### config.mk
export PLATFORM = sky130hd
export DESIGN_NAME = seg_scan
export DESIGN_NICKNAME = d
export VERILOG_FILES = /design/src/rtl/seg_pkg.sv /design/src/rtl/scan_timer.sv /design/src/rtl/seg_scan.sv
export SDC_FILE = /design/constraint.sdc
export NUM_CORES = 1
export LEC_CHECK = 0
export ABC_CLOCK_PERIOD_IN_PS = 2050
export CORE_ASPECT_RATIO = 0.7
export CORE_MARGIN = 10
export CORE_UTILIZATION = 53
export DETAILED_ROUTE_END_ITERATION = 7
export PLACE_DENSITY = 0.79
export SLEW_MARGIN = 10
export SYNTH_ARGS = -nofsm -noshare
export SYNTH_HDL_FRONTEND = slang
export SYNTH_SLANG_ARGS = --single-unit
### constraint.sdc
create_clock -name clk -period 2.05 [get_ports clk]
set_input_delay 0.3075 -clock clk [delete_from_list [all_inputs] [get_ports clk]]
set_output_delay 0.3075 -clock clk [all_outputs]
set_load 0.005 [all_outputs]
### src/rtl/seg_pkg.sv
// seg_pkg: constants and helpers shared by the scanner and the hex-digit latch.
package seg_pkg;

    localparam int DIGITS = 4;
    localparam int SEG_W = 7;
    localparam logic [SEG_W-1:0] SEG_BLANK = 7'h7F;
    localparam logic [DIGITS-1:0] AN_OFF = 4'hF;

    typedef logic [$clog2(DIGITS)-1:0] dig_t;

    function automatic logic [DIGITS-1:0] an_sel(input dig_t d);
        return ~(DIGITS'(1) << d);
    endfunction

endpackage

### src/rtl/scan_timer.sv
// scan_timer: slot counter cnt and digit index d with slot/frame end strobes.
module scan_timer
    import seg_pkg::*;
#(
    parameter int DIV = 50000
) (
    input  logic                   clk,
    input  logic                   rst,
    output logic [$clog2(DIV)-1:0] cnt,
    output dig_t                   d,
    output logic                   frame_end
);

    localparam int CW = $clog2(DIV);

    logic slot_end;

    assign slot_end = cnt == CW'(DIV - 1);
    assign frame_end = slot_end && d == dig_t'(DIGITS - 1);

    always_ff @(posedge clk) begin
        if (rst) begin
            cnt <= '0;
            d <= '0;
        end else begin
            cnt <= slot_end ? '0 : cnt + 1'b1;
            d <= slot_end ? d + 1'b1 : d;
        end
    end

endmodule

### src/rtl/seg_scan.sv
// seg_scan: multiplexed 4-digit seven-segment scanner with dead time,
// PWM brightness and frame-synchronous snapshot of the digit patterns.
module seg_scan
    import seg_pkg::*;
#(
    parameter int DIV  = 50000,
    parameter int DEAD = 16
) (
    input  logic                      clk,
    input  logic                      rst,
    input  logic [DIGITS*SEG_W-1:0]   seg,
    input  logic [2:0]                bright,
    output logic [DIGITS-1:0]         an,
    output logic [SEG_W-1:0]          seg_o,
    output logic                      frame
);

    localparam int CW = $clog2(DIV);

    logic [CW-1:0]             cnt;
    dig_t                      d;
    logic                      frame_end;
    logic [2:0]                p;
    logic [DIGITS*SEG_W-1:0]   snap;
    logic [2:0]                bsnap;
    logic                      pending;
    logic                      load;
    logic                      on;
    logic                      lit;

    scan_timer #(.DIV(DIV)) u_timer (
        .clk       (clk),
        .rst       (rst),
        .cnt       (cnt),
        .d         (d),
        .frame_end (frame_end)
    );

    assign load = pending || frame_end;
    assign on = cnt >= CW'(DEAD);
    assign lit = on && p < bsnap;

    // p is cleared one clock early so it reads 0 on the first on-window clock
    always_ff @(posedge clk) begin
        if (rst) begin
            p <= '0;
            snap <= '1;
            bsnap <= '0;
            pending <= 1'b1;
            an <= AN_OFF;
            seg_o <= SEG_BLANK;
            frame <= 1'b0;
        end else begin
            p <= (cnt == CW'(DEAD - 1) || p == 3'd6) ? '0 : on ? p + 3'd1 : p;
            pending <= 1'b0;
            frame <= load;
            snap <= load ? seg : snap;
            bsnap <= load ? bright : bsnap;
            an <= lit ? an_sel(d) : AN_OFF;
            seg_o <= lit ? snap[d*SEG_W +: SEG_W] : SEG_BLANK;
        end
    end

endmodule

After elaboration in Yosys (flattened, before gate mapping)

Cells that the tools add are included.

Register bits after elaboration: 65
Input bits: 33
Logic and storage cells: 31
Output and inout port bits: 12

$lt $le $gt $ge: 2
Shift-type cells: 2
Multipliers: 1
Bitwise logic cells: 2
Reduce and logical (&&, ||, !) cells: 7
$add $sub $neg: 3
Equality and inequality tests: 4
Muxes and demuxes: 1

Operator list:

| operator                                                                             | number |
|---|---|
| 28-bit by 6-bit indexed part select with 7-bit output                                | 1 |
| 16-bit by 1-bit adder with 16-bit output, second input constant                      | 1 |
| 16-bit == test, second input constant                                                | 1 |
| 16-bit by 4-bit == test with 1-bit output, second input constant                     | 1 |
| 16-bit by 5-bit greater-or-equal comparator with 1-bit output, second input constant | 1 |
| 2-bit OR reduction                                                                   | 3 |
| 2-bit by 3-bit multiplier with 5-bit output, second input constant                   | 1 |
| 4-bit inverter                                                                       | 1 |
| 1-bit by 2-bit left shift with 4-bit output, first input constant                    | 1 |
| 3-bit by 1-bit adder with 3-bit output, second input constant                        | 1 |
| 3-bit == test, second input constant                                                 | 1 |
| 3-bit less-than comparator                                                           | 1 |
| 2-bit by 1-bit adder with 2-bit output, second input constant                        | 1 |
| 2-bit == test, second input constant                                                 | 1 |
| 1-bit logical AND                                                                    | 2 |
| 1-bit logical OR                                                                     | 2 |
| 1-bit two-way mux                                                                    | 1 |
| 1-bit inverter                                                                       | 1 |

Logic depth before layout (Yosys ltp)

Gate-level depths: netlist of run 1.

Depth after elaboration: 4
Mapped depth: 7
Depth with buffers taken out: 5

Hierarchy

A second synthesis of run 1 with hierarchy kept.

Cells, all modules: 268
Area, all modules: 2762.6 µm²

By module, submodules not included:

| module     | times used | area an instance (µm²) | cells each | seq. area each (µm²) |
|---|---|---|---|---|
| seg_scan   | 1          | 1901.8                 | 173        | 940.9 |
| scan_timer | 1          | 860.8                  | 95         | 360.3 |

Least setup slack after synthesis of run 1

OpenSTA, ideal clock, no wires.

Path kind: register to register
Start point: register u_timer.cnt[5]
End point: register p[1]
Arrival time: 1.739 ns
Cell stages (with the launch flop): 5
Setup time: 0.086 ns
Period minus slack after synthesis: 1.825 ns
Path buffers: 0
Setup slack: 0.225 ns
Path through: dfxtp_1 > or4_4 > nor4_4 > mux2_1 > a211oi_1

Cells in the longest elaborated chain, start to end: 3

RTL lines:

| item                                                                                                  | line             | source |
|---|---|---|
| start: declaration                                                                                    | scan_timer.sv:9  | `output logic [$clog2(DIV)-1:0] cnt,` |
| start signal: assignment                                                                              | scan_timer.sv:26 | `cnt <= slot_end ? '0 : cnt + 1'b1;` |
| branches (longest 3 deep; another with 16-bit by 5-bit greater-or-equal comparator with 1-bit output) | n/a              |  |
| end signal: assignment                                                                                | seg_scan.sv:54   | `p <= (cnt == CW'(DEAD - 1) \|\| p == 3'd6) ? '0 : on ? p + 3'd1 : p;` |
| end: declaration                                                                                      | seg_scan.sv:23   | `logic [2:0] p;` |

Several ways; the timed one is not identified.
A chain may end at the register's enable or synchronous reset.

Final worst setup path of run 1

Ends and elaborated chain as after synthesis.

==> impl_metrics.csv, run 1 <==
group,metric,value,unit
drt,first_pass_iters,5,
drt,viasPerCell,5.05,
place,placement.io_buffers,44,
synth,asr_flop_ratio_synth,0,%
floorplan,placementRows,22,
cells_and_area,areaGrowthSynthToFinish,26.4,%
critical_path,r2r-end,"p[1]",
cells_and_area,antenna_cells_inserted,0,
cts,postCtsSetupBuffers,0,
timing,skew,0.0107,ns
timing,worst_case_hold_slack,0.429,ns
grt,wire_length_of_the_first_global_routing_pass,9740,um
critical_path,timing.critical_path.required,2.30,ns
power_and_ir_drop,seqPwrFrac,51.8,%
drt,met1Wirelength,2830,um
critical_path,timing.critical_path.max_delay_family,"simple AND/OR/NAND/NOR gates",
power_and_ir_drop,vdd_drop_max,406,uV
grt,largest_net_degree_at_the_start_of_global_routing,47,
synth,syn_nets,341,
synth,synthesis.area,2870,um2
synth,syn-instance-count,298,
timing,timing.final.crit_period,1.86,ns
drt,number_of_nets_with_antenna_violations_after_routing,0,
critical_path,slowest_delay,0.59,ns
power_and_ir_drop,report.power.total,2.58,mW
floorplan,design.die.area,8800,um2
critical_path,cp.arrival,2.10,ns
grt,total_track_usage,13.8,%
critical_path,reg2reg_path_depth,4,
grt,globalRoute.totalOverflow,0,
synth,ys_seq_elements,65,
worst_hold_path,min_from,"rst",
critical_path,type_of_element_capturing_the_critical_path,"register",
power_and_ir_drop,power.switching,0.553,mW
power_and_ir_drop,cellInternalPower,2.03,mW
critical_path,reg2reg_from,"u_timer.cnt[5]",
drt,wl_met3,352,um
critical_path,regToRegSetupSlack,0.19,ns
drt,dr_wl_met2,2660,um
timing,min_period_over_period,90.5,%
run,max-cap-violations,0,
synth,synth_compound_gate_area_share,2.14,%
cells_and_area,layout_nets,390,
timing,worst_slack,0.195,ns
synth,synth_edf_count,0,
power_and_ir_drop,power_frac_clock,40.3,%
cts,tritoncts_clock_tree,"yes",
timing,finalSetupViolCount,0,
drt,dr.first_iter.drc_count,134,
critical_path,crit_path_cell_count,4,
cts,clk_latency,0.34,ns
cts,cts.reportedPaths.clkPinSlew,0.07,ns
timing,fin_setup_tns,0,ns
grt,antenna_found_initial,0,
synth,syn_avg_cell_area,9.63,um2
critical_path,worstSetupPathType,"reg2reg",
critical_path,crit_slowest_cell,"or4_4",
cts,clock_tree.htree_level_count,3,
floorplan,start_util,54.9,%
synth,synth-main-ff-cell,"dfxtp_1",
cts,cts_buffers,9,
timing,relative_slew_margins,71.8,%
critical_path,critical_path.startpoint,"u_timer.cnt[5]",
timing,slew_violations,0,
critical_path,critical_path.cell_chain,"or4_4 -> nor4_4 -> mux2_1 -> a211oi_1",
worst_hold_path,hold_path_class,"in2reg",
synth,synthesis.yosys.warnings,0,
cts,cts_resized,0,
grt,via_count_of_the_first_global_routing_pass,2040,
synth,parity_gate_share_of_the_synthesized_area_counting_xor_and_xnor_cells,4.27,%
power_and_ir_drop,power_density,712,nW/um2
worst_hold_path,hold-path-cell-count,4,
floorplan,boundaryPins,45,
place,hpwlAfterDp,4440,um
synth,combinational_family_with_the_most_area_after_synthesis,"simple AND/OR/NAND/NOR gates",
drt,routed-via-count,2140,
critical_path,cp-start-kind,"register",
synth,synthDistinctLibCells,34,
timing,tightest_slew,0.419,ns
cts,clock-sinks,65,
place,dp_worst_setup_slack,0.201,ns
cells_and_area,layout-drive-gt1-share,11.9,%
drt,routed_wire_length_per_instance,14.0,um
drt,post-route-drc-count,0,
critical_path,critical_path.max_fanout,4,
place,place_congestion,0.917,
floorplan,dieWidth,108,um
cts,cts_root_cell,"clkbuf_8",
worst_hold_path,holdPathEnd,"seg_o[1]",
synth,synth-simple-area-share,22.8,%
power_and_ir_drop,pwr-share-comb,7.9,%
timing,max_clock_freq,539,MHz
timing,rsz0062_at_grt,"no",
outcome,run_status,"complete, no violations",
cts,cts.path.max_buffers,2,
synth,synth_adder_area_share,4.36,%
timing,timing.final.hold_violations,0,
critical_path,critical_path_buf_inv_count,0,
drt,totalWireLength,5930,um
floorplan,core_area,5230,um2
floorplan,die_h,81.6,um
power_and_ir_drop,swShare,21.4,%
synth,muxShareOfSynthArea,17.1,%
cts,cts_hold_repair.buffers,0,
drt,top_layer_used,"met4",
power_and_ir_drop,power.leakage,1.39,nW
synth,share_of_synthesized_area_occupied_by_flip_flops_and_latches,45.4,%
-- cells in the mapped netlist (all sizes together), types with 2 or more instances --
master	instances	share of area, %
nand4	7	1.5
mux4	7	5.5
clkbuf	11	1.4
ha	10	4.4
nor2	77	10
or2	3	0.65
inv	11	1.4
nand2	8	1.0
nand3	6	1.0
a31oi	2	0.44
nor4	5	2.1
or3	3	0.65
or4	3	0.92
dfxtp	65	45
buf	6	1.1
mux2i	32	11
xor2	4	1.2
nand2b	14	3.1
xnor2	10	3.1
nor3	3	0.52
-- worst max path at each step --
stage / to / slack (ns)
floorplan: p[1] / 0.22
global placement: p[1] / 0.27
detailed placement: p[1] / 0.20
CTS: p[1] / 0.17
global route: p[1] / 0.07
finish: p[1] / 0.19
-- logic make-up after synthesis --
family,Yosys count
fa+ha+maj,10
buf+inv,28
xor+xnor,14
simple gates,133
compound gates,8
flops,65
mux,40
-- layer usage --
layer	vias up	track usage, %
met1	986	17.5
met4	0	5.19
met3	10	5.55
met5	-	0
met2	49	20.7
li1	1095	-
-- worst reg2reg max path, stage by stage (launching register included) --
cell	delay [ns]
dfxtp_1	0.35
or4_4	0.59
nor4_4	0.30
mux2_1	0.34
a211oi_1	0.18
-- registers in the layout, summed over array words and instances, names as in the netlist --
signal	flops
u_timer.cnt	16
bsnap	3
u_timer.d	2
frame	1
seg_o	7
p	3
snap	28
pending	1
an	4
-- cells in the final DEF, fill, tap and decap left out, types with 2 or more instances in the layout --
cell | netlist | layout
xnor2_1 | 10 | 10
xor2_1 | 4 | 4
clkbuf_1 | 11 | 4
buf_4 | 1 | 10
mux2i_1 | 32 | 32
clkbuf_8 | 0 | 10
nor4_4 | 2 | 2
inv_1 | 11 | 11
nor3_1 | 3 | 3
nand4_1 | 7 | 7
or2_2 | 3 | 3
nand2_1 | 8 | 8
clkdlybuf4s50_1 | 0 | 43
or3_1 | 3 | 3
nor4_1 | 3 | 3
or4_1 | 2 | 2
dfxtp_1 | 65 | 65
ha_1 | 10 | 10
nand3_1 | 6 | 6
nor2_1 | 77 | 77
mux4_2 | 7 | 7
nand2b_1 | 14 | 14
-- power groups by stage --
stage	clock [mW]	combinational, mW	sequential, mW
after CTS	1.06	0.207	1.34
after global placement	0	0.202	1.36
final	1.04	0.204	1.34
after floorplan	0	0.122	1.35
after global routing	1.12	0.226	1.34
after detailed placement	0	0.206	1.36
-- cell type report --
type	count	area, um2
clock inverters	2	37.5
inverters	11	41.3
well taps	72	90.1
multi-input cells	205	1470
repair buffers	55	531
flip-flops and latches	65	1300
fillers	417	1600
clock buffers	14	153
-- through the flow --
stage / std cells / cell area [um2] / utilization [%]
global route: 424 / 3630 / 69.4
CTS: 424 / 3630 / 69.4
finish: 424 / 3630 / 69.4
detailed placement: 408 / 3440 / 65.7
global placement: 408 / 3440 / 65.7
floorplan: 298 / 2870 / -
Note: power is estimated with default switching activity, not from simulation.
==> run 2, diff against run 1 <==
--- a/config.mk
+++ b/config.mk
@@ -11,7 +11,7 @@
 export CORE_UTILIZATION = 53
 export DETAILED_ROUTE_END_ITERATION = 7
 export PLACE_DENSITY = 0.79
-export SLEW_MARGIN = 10
+export SLEW_MARGIN = 40
 export SYNTH_ARGS = -nofsm -noshare
 export SYNTH_HDL_FRONTEND = slang
 export SYNTH_SLANG_ARGS = --single-unit
==> results of run 2 <==
The final DEF is identical to that of run 1; final timing and power are the same.
==> run 3, diff against run 2 <==
--- a/config.mk
+++ b/config.mk
@@ -6,7 +6,6 @@
 export NUM_CORES = 1
 export LEC_CHECK = 0
 export ABC_CLOCK_PERIOD_IN_PS = 2050
-export CORE_ASPECT_RATIO = 0.7
 export CORE_MARGIN = 10
 export CORE_UTILIZATION = 53
 export DETAILED_ROUTE_END_ITERATION = 7
==> run 3 against run 2 <==
Against the previous run: clock power is 6% higher; sequential share of layout area fell by 0.33 points; clock skew up 0.0026 ns; critical path type unchanged; largest power group unchanged; highest routed layer unchanged; routed wire length is 2.9% higher; worst hold slack got worse by 0.0013 ns; sequential power barely moved; final cell count increased by 0.24%.
==> impl_metrics.csv, run 3 (synthesis results as in run 1) <==
group,metric,value,unit
cells_and_area,antenna_cells_inserted,0,
grt,total_track_usage,14.3,%
critical_path,cp-start-kind,"register",
critical_path,worstSetupPathType,"reg2reg",
cells_and_area,largest_register_ff_count,28,
floorplan,start_util,55.5,%
drt,viasPerCell,5.17,
power_and_ir_drop,power.leakage,1.41,nW
cells_and_area,largest_registers,"snap: 28 flops, u_timer.cnt: 16 flops, seg_o: 7 flops",
cells_and_area,multi_input_comb_area,1470,um2
timing,slew_violations,0,
place,place_congestion,0.839,
drt,routed_wire_length_per_instance,14.3,um
grt,wire_length_of_the_first_global_routing_pass,10000,um
timing,timing.final.crit_period,1.95,ns
cts,clock_tree.htree_level_count,3,
place,dp_worst_setup_slack,0.143,ns
floorplan,design.die.area,8760,um2
drt,number_of_nets_with_antenna_violations_after_routing,0,
cts,cts_buffers,9,
cells_and_area,fillCellCount,388,
cells_and_area,layout_commonest_cell,"nor2_1",
timing,finalSetupViolCount,0,
drt,first_pass_iters,4,
critical_path,critical_path.cell_chain,"or4_1 -> nor4_4 -> mux2_1 -> a211oi_1",
grt,antenna_found_initial,0,
timing,max_clock_freq,514,MHz
cells_and_area,areaGrowthSynthToFinish,27.6,%
timing,min_period_over_period,95.0,%
floorplan,placementRows,26,
grt,globalRoute.totalOverflow,0,
cells_and_area,final_cell_mix,"nor2_1, dfxtp_1, clkdlybuf4s50_1",
cells_and_area,utilization,70.8,%
power_and_ir_drop,power_density,723,nW/um2
critical_path,slowest_delay,0.58,ns
cts,tritoncts_clock_tree,"yes",
cts,cts.path.max_buffers,2,
critical_path,critical_path_buf_inv_count,0,
timing,relative_slew_margins,70.9,%
floorplan,boundaryPins,45,
power_and_ir_drop,vdd_drop_max,482,uV
outcome,run_status,"complete, no violations",
timing,tightest_slew,0.436,ns
place,post_dp_cell_area,3450,um2
timing,skew,0.0133,ns
cts,cts_resized,0,
critical_path,timing.critical_path.required,2.29,ns
critical_path,crit_slowest_cell,"or4_1",
floorplan,core_area,5170,um2
cells_and_area,layout_nets,393,
floorplan,die_h,93.6,um
grt,via_count_of_the_first_global_routing_pass,2174,
cts,clock-sinks,65,
worst_hold_path,hold_path_class,"in2reg",
drt,totalWireLength,6100,um
cells_and_area,finish.instance_area,3660,um2
drt,post-route-drc-count,0,
cells_and_area,layout-drive-gt1-share,13.8,%
cts,cts_root_cell,"clkbuf_8",
critical_path,timing.critical_path.max_delay_family,"simple AND/OR/NAND/NOR gates",
critical_path,critical_path.max_fanout,5,
place,hpwlAfterDp,4260,um
cells_and_area,max_flop_register,"snap",
cts,clk_latency,0.34,ns
critical_path,type_of_element_capturing_the_critical_path,"register",
floorplan,dieWidth,93.6,um
timing,timing.final.hold_violations,0,
cts,cts.reportedPaths.clkPinSlew,0.08,ns
run,max-cap-violations,0,
timing,fin_setup_tns,0,ns
drt,routed-via-count,2197,
cells_and_area,seq_area,1300,um2
place,placement.io_buffers,44,
grt,largest_net_degree_at_the_start_of_global_routing,48,
timing,worst_slack,0.103,ns
critical_path,cp.arrival,2.18,ns
drt,dr.first_iter.drc_count,150,
run 3: what timing repair did:
item,4_1_cts,5_1_grt
endpoints found under the hold margin,0,0
buffers inserted,0,1
setup endpoints to repair,0,1
hold buffers,0,0
run 3: tightest hold or removal path, stage by stage:
cell	delay (ns)
buf_2	0.13
a2111oi_2	0.05
buf_4	0.17
nand2b_1	0.07
run 3: stage by stage:
step / std cells / hold slack [ns] / power (mW)
finish: 425 / 0.428 / 2.65
CTS: 424 / 0.409 / 2.67
floorplan: 298 / 0.335 / 1.48
global route: 425 / 0.432 / 2.76
detailed placement: 408 / 0.470 / 1.57
global placement: 408 / 0.463 / 1.57
run 3: area by class of cell:
class | instances | share of cell area, %
flip-flops and latches | 65 | 35.5
clock inverters | 6 | 1.81
repair buffers | 58 | 15.1
multi-input cells | 205 | 40.3
well taps | 70 | 2.39
inverters | 11 | 1.13
clock buffers | 10 | 3.76
run 3: path summary, 6_finish.rpt:
check | from | cells after the start | end | slack, ns
hold reg to reg | u_timer.cnt[0] | 1 | u_timer.cnt[0] | 0.49
setup / recovery | u_timer.cnt[6] | 4 | p[1] | 0.10
hold / removal | rst | 4 | seg_o[3] | 0.43
setup reg to reg | u_timer.cnt[6] | 4 | p[1] | 0.10
run 3: routing by layer:
layer | global-route usage (%) | share of wire, % | up-vias
met5 | 0 | 0 | -
met4 | 6.96 | 1.5 | 0
met3 | 3.84 | 6.6 | 9
met2 | 22.0 | 46 | 54
met1 | 18.1 | 46 | 1030
li1 | - | - | 1104
run 3: power by group:
group	total, mW	leakage (nW)	switching, mW	internal (mW)
clock network	1.10	0.0949	0.506	0.596
logic	0.211	0.785	0.0875	0.124
registers	1.33	0.533	0.0260	1.31
